==> config.mk <==
export PLATFORM = sky130hd
export DESIGN_NAME = serial_bit_streamer
export DESIGN_NICKNAME = d
export VERILOG_FILES = /design/src/rtl/serial_bit_streamer.sv
export SDC_FILE = /design/constraint.sdc
export NUM_CORES = 1
export LEC_CHECK = 0
export CAP_MARGIN = 20
export CORE_MARGIN = 3
export CORE_UTILIZATION = 50
export CTS_BUF_LIST = sky130_fd_sc_hd__clkbuf_2
export DETAILED_ROUTE_END_ITERATION = 12
export HOLD_SLACK_MARGIN = 0.08
export PLACE_DENSITY = 0.71
export SLEW_MARGIN = 5
export SYNTH_ARGS = -nofsm -noshare
export SYNTH_HDL_FRONTEND = slang
export SYNTH_SLANG_ARGS = --single-unit
==> constraint.sdc <==
create_clock -name clk -period 5.7 [get_ports clk]
set_clock_uncertainty 0.05 [all_clocks]
set_input_delay 1.14 -clock clk [delete_from_list [all_inputs] [get_ports clk]]
set_output_delay 1.14 -clock clk [all_outputs]
set_load 0.01 [all_outputs]
==> src/rtl/serial_bit_streamer.sv <==
// -----------------------------------------------------------------------------
// serial_bit_streamer
//
// Feeds a single-bit sequence detector from a parallel word stream. Words are
// accepted on a valid/ready handshake into a small FIFO. A shifter then
// unloads them one bit per clock. When the last bit of a word is consumed and
// another word is waiting, the next word is loaded on that same edge. This
// keeps the serial stream gap-free, so a pattern that straddles two words
// still reaches the detector as one contiguous run of bits.
//
// Parameters:
//   WIDTH      bits per input word (>= 2)
//   DEPTH      FIFO depth in words (power of 2, >= 2)
//   MSB_FIRST  1: bit WIDTH-1 leaves first; 0: bit 0 leaves first
//
// Ports:
//   clk         rising-edge clock
//   rst         asynchronous, active-low reset
//   in_data     word to serialize
//   in_valid    in_data is valid
//   in_ready    FIFO can accept a word (combinational, = !full)
//   out_ready   downstream consumes the current bit this cycle
//   out_bit     current serial bit (registered)
//   out_valid   out_bit is meaningful (registered)
//   out_last    out_bit is the final bit of its word (registered)
//   fifo_count  words held in the FIFO, not counting the one in the shifter
// -----------------------------------------------------------------------------
module serial_bit_streamer #(
    parameter int WIDTH     = 8,
    parameter int DEPTH     = 4,
    parameter int MSB_FIRST = 1
) (
    input  logic                       clk,
    input  logic                       rst,
    input  logic [WIDTH-1:0]           in_data,
    input  logic                       in_valid,
    output logic                       in_ready,
    input  logic                       out_ready,
    output logic                       out_bit,
    output logic                       out_valid,
    output logic                       out_last,
    output logic [$clog2(DEPTH+1)-1:0] fifo_count
);

    localparam int PW = $clog2(DEPTH);
    localparam int CW = $clog2(DEPTH+1);
    localparam int IW = $clog2(WIDTH);
    localparam logic [IW-1:0] LAST_IDX = IW'(WIDTH - 1);
    localparam logic [CW-1:0] FULL_CNT = CW'(DEPTH);

    typedef enum logic {
        IDLE  = 1'b0,
        SHIFT = 1'b1
    } state_t;

    // ---------------------------------------------------------------- FIFO
    logic [WIDTH-1:0] mem [DEPTH];
    logic [PW-1:0]    wr_ptr;
    logic [PW-1:0]    rd_ptr;
    logic [CW-1:0]    count;
    logic             fifo_empty;
    logic             push;
    logic             pop;
    logic [WIDTH-1:0] head;

    // ------------------------------------------------------------- shifter
    state_t           state;
    logic [WIDTH-1:0] shreg;
    logic [IW-1:0]    bit_idx;
    logic             at_last;

    // Orientation-dependent views of the shifter.
    logic             head_first;   // first bit of the FIFO head word
    logic             next_bit;     // bit presented after one advance
    logic [WIDTH-1:0] shreg_adv;    // shifter contents after one advance

    assign fifo_empty = (count == '0);
    assign in_ready   = (count != FULL_CNT);
    assign fifo_count = count;
    assign head       = mem[rd_ptr];
    assign at_last    = (bit_idx == LAST_IDX);

    // A push never relies on a same-cycle pop to make room: a full FIFO
    // refuses input regardless of what the shifter is doing.
    assign push = in_valid && in_ready;

    // The shifter takes a word either when it is idle or when the bit it is
    // presenting is the last of its word and is being consumed right now.
    assign pop = !fifo_empty &&
                 ((state == IDLE) || (out_ready && at_last));

    // out_bit always reflects bit 0 of the live word in shift order. The
    // shifter is moved towards the output end so that the next bit is at a
    // fixed position.
    always_comb begin
        head_first = 1'b0;
        next_bit   = 1'b0;
        shreg_adv  = shreg;
        if (MSB_FIRST != 0) begin
            head_first = head[WIDTH-1];
            next_bit   = shreg[WIDTH-2];
            shreg_adv  = {shreg[WIDTH-2:0], 1'b0};
        end else begin
            head_first = head[0];
            next_bit   = shreg[1];
            shreg_adv  = {1'b0, shreg[WIDTH-1:1]};
        end
    end

    // The storage array has no reset. Stale entries are never read because
    // the pointers and the count are reset.
    always_ff @(posedge clk) begin
        if (push) begin
            mem[wr_ptr] <= in_data;
        end
    end

    always_ff @(posedge clk or negedge rst) begin
        if (!rst) begin
            wr_ptr <= '0;
            rd_ptr <= '0;
            count  <= '0;
        end else begin
            // DEPTH is a power of two, so the pointers wrap on their own.
            if (push) wr_ptr <= wr_ptr + 1'b1;
            if (pop)  rd_ptr <= rd_ptr + 1'b1;
            unique case ({push, pop})
                2'b10:   count <= count + 1'b1;
                2'b01:   count <= count - 1'b1;
                default: count <= count;
            endcase
        end
    end

    // Shifter FSM. All three serial outputs are registered here.
    always_ff @(posedge clk or negedge rst) begin
        if (!rst) begin
            state     <= IDLE;
            shreg     <= '0;
            bit_idx   <= '0;
            out_bit   <= 1'b0;
            out_valid <= 1'b0;
            out_last  <= 1'b0;
        end else begin
            unique case (state)
                IDLE: begin
                    // Loading does not wait for out_ready. The first bit is
                    // simply presented and held until it is taken.
                    if (pop) begin
                        state     <= SHIFT;
                        shreg     <= head;
                        bit_idx   <= '0;
                        out_bit   <= head_first;
                        out_valid <= 1'b1;
                        out_last  <= 1'b0;
                    end
                end
                SHIFT: begin
                    if (out_ready) begin
                        if (at_last) begin
                            if (pop) begin
                                // Chain straight into the next word.
                                shreg     <= head;
                                bit_idx   <= '0;
                                out_bit   <= head_first;
                                out_valid <= 1'b1;
                                out_last  <= 1'b0;
                            end else begin
                                state     <= IDLE;
                                shreg     <= '0;
                                bit_idx   <= '0;
                                out_bit   <= 1'b0;
                                out_valid <= 1'b0;
                                out_last  <= 1'b0;
                            end
                        end else begin
                            shreg    <= shreg_adv;
                            bit_idx  <= bit_idx + 1'b1;
                            out_bit  <= next_bit;
                            out_last <= ((bit_idx + 1'b1) == LAST_IDX);
                        end
                    end
                    // With out_ready low, every output holds its value.
                end
                default: state <= IDLE;
            endcase
        end
    end

endmodule

==> run metrics <==
H-Tree Depth 2; syn avg cell area approximately 18 sq um; cts bufs inserted 5; Top Ports 19; CTS tree done; top_reg_cell synth edfxtp_1; Die Area between 5000 and 6000 sq um; Peak VDD IR between 0.2 and 0.25 mV; P per Cell Area around 460 nW/um^2; cell taking the most area after synthesis edfxtp_1; Reg clk slew, reported paths around 0.24 ns; setup violators final 0; critical path peak fanout 6; CP Launch Type flop; Die X a little over 70 um; # DRC 0; hold bufs inserted after CTS 0; Placeable Area ~4100 sq um; outcome finished, final reports clean; antenna viol nets, final 0; Cell Rows 23; Leakage Power a little under 1 nW; final hold violation count 0; ANT cells 0; WL final 3.631 mm; Synth area leaders edfxtp_1 43%, dfrtp_1 24%, mux4_2 8.1%; max cap viols 0; grt total ovfl 0; port buffer count 18; FFs w/ async S/R, synth between 30% and 40%; WL/cell approximately 19 um; Post-Synthesis Cells ~130; Mapped Area roughly 2200 sq um; pin count of the biggest net entering global routing 22; Period minus WS final roughly 3.1 ns; CP startpoint fifo_count[0]$_DFFE_PN0P_; Worst EP required 4.51 ns; RR Startpoint bit_idx[0]$_DFFE_PN0P_; Starting Density roughly 54%; Clk Latency, worst-skew pair 0.42 ns; vias in the first global route around 1200; initial antenna violation count 0; Least-Margin Pin Slew ~0.99 ns; fraction of layout cells with a size suffix above 1 between 10% and 20%; Vias/cell a little under 6; DR vias between 1000 and 1500; Area growth syn-to-layout 12.19%; DP HPWL around 2.5 mm; post-synth net total ~150; GP Congestion around 0.86; Fill cells ~320; max-slew violations 0; first-pass GRT wire length 6.210 mm; DRT Pass-1 Iters 4; Slew HR between 30% and 40%; part of the cycle the worst path needs between 50 and 60%; HP Class flop to flop; HP Start out_valid$_DFFE_PN0P_; nets 166; Post CTS Setup Buffer Count 0; die height a little over 70 um; Yosys top cell area share 43.34%; Overall Global Routing Usage 16.04%; post-CTS sizing 0; Ys Warns 0; final setup TNS 0 ns; Post-synth EDFFs 32; Clock Tree Buf Depth 2; RSZ-0062 raised after global routing false; count of cell types in the netlist 32; crit path capture type output pin; DRT iter0 DRCs roughly 100; CTS Sinks 53; highest clock rate 320.9 MHz; CP arrival just under 2 ns; register area share after synthesis between 60% and 70%; register bit total from synthesis 53; CP Class flop to output pin; Final Power about 1.1 mW; clock root buffer clkbuf_2
==> layout make-up <==
class,count,area (sq um),share of cell area (%)
Sequential cell,53,1486,59.76
Multi-Input combinational cell,62,674.4,27.11
Timing Repair Buffer,18,180.2,7.243
Tap cell,50,62.56,2.515
Clock inverter,2,35.03,1.408
Clock buffer,6,30.03,1.207
Inverter,5,18.77,0.7545
==> kinds of logic (layout without fill, tap and decap cells) <==
group | after synthesis | in the layout | synth area share [%]
xor gates and xnor gates | 6 | 6 | 2.370
muxes | 11 | 11 | 9.593
buffers and inverters | 11 | 31 | 2.539
DFF | 53 | 53 | 67.04
and+or+nand+nor | 22 | 22 | 7.111
AOI/OAI and AO/OA | 14 | 14 | 5.926
adders and majority gates | 9 | 9 | 5.418
==> metal layers <==
metal  track usage [%]  vias up  wire length, um
met5                 0        -                0
met4             4.918        0               34
met3             5.510        4              158
met2             25.25       27             1756
met1             21.21      571             1682
li1                  -      528                -
==> through the flow <==
stage	cell area, sq um	setup slack (ns)	hold slack, ns	util (%)	instances
3_3_place_gp	2422	2.411	0.4209	58.45	188
6_report	2487	2.584	0.4662	60.02	196
4_1_cts	2487	2.554	0.4759	60.02	196
2_1_floorplan	2217	3.017	0.4059	-	126
5_1_grt	2487	2.444	0.5046	60.02	196
3_5_place_dp	2422	2.297	0.4272	58.45	188
==> critical path, cell delays in order, from the launching register on <==
cell and delay (ns):
dfrtp_1 0.50, or3b_1 0.49, clkdlybuf4s50_1 0.52
==> synthesized netlist by cell type, types with 2 or more instances <==
cell,count
and2_4,2
and4_1,7
ha_1,8
clkbuf_1,2
xnor2_1,4
dfrtp_1,21
buf_4,2
inv_1,4
edfxtp_1,32
and3_1,5
a21o_1,2
nand3_1,2
xor2_1,2
mux4_2,8
a221o_1,7
nor2_1,2
==> placed cells by master (no fill, tap or decap), types with 2 or more instances in the layout <==
| cell type | count |
|---|---|
| inv_1 | 4 |
| xor2_1 | 2 |
| edfxtp_1 | 32 |
| nor2_1 | 2 |
| clkdlybuf4s50_1 | 18 |
| and4_1 | 7 |
| a21o_1 | 2 |
| xnor2_1 | 4 |
| clkbuf_2 | 6 |
| ha_1 | 8 |
| mux4_2 | 8 |
| and2_4 | 2 |
| nand3_1 | 2 |
| a221o_1 | 7 |
| dfrtp_1 | 21 |
| and3_1 | 5 |
==> power breakdown <==
part	internal, mW	switching [mW]
clock network	0.0753	0.109
logic	0.199	0.146
registers	0.521	0.0876
total	0.795	0.342
==> flip-flops by register name (all words and copies together), names as in the netlist <==
register,count
mem,32
shreg,7
bit_idx,3
fifo_count,3
rd_ptr,2
wr_ptr,2
out_bit,1
out_last,1
out_valid,1
state,1
==> path summary, 6_finish.rpt <==
path,cells past startpoint,slack (ns),to
setup / recovery,2,2.58,in_ready
hold / removal,1,0.47,out_valid$_DFFE_PN0P_
setup reg to reg,9,3.23,fifo_count[2]$_DFFE_PN0P_
hold reg to reg,1,0.47,out_valid$_DFFE_PN0P_
max in group asynchronous,1,3.85,wr_ptr[0]$_DFFE_PN0P_
min in group asynchronous,1,1.16,shreg[2]$_DFFE_PN0P_
Note: power is estimated with default switching activity, not from simulation.
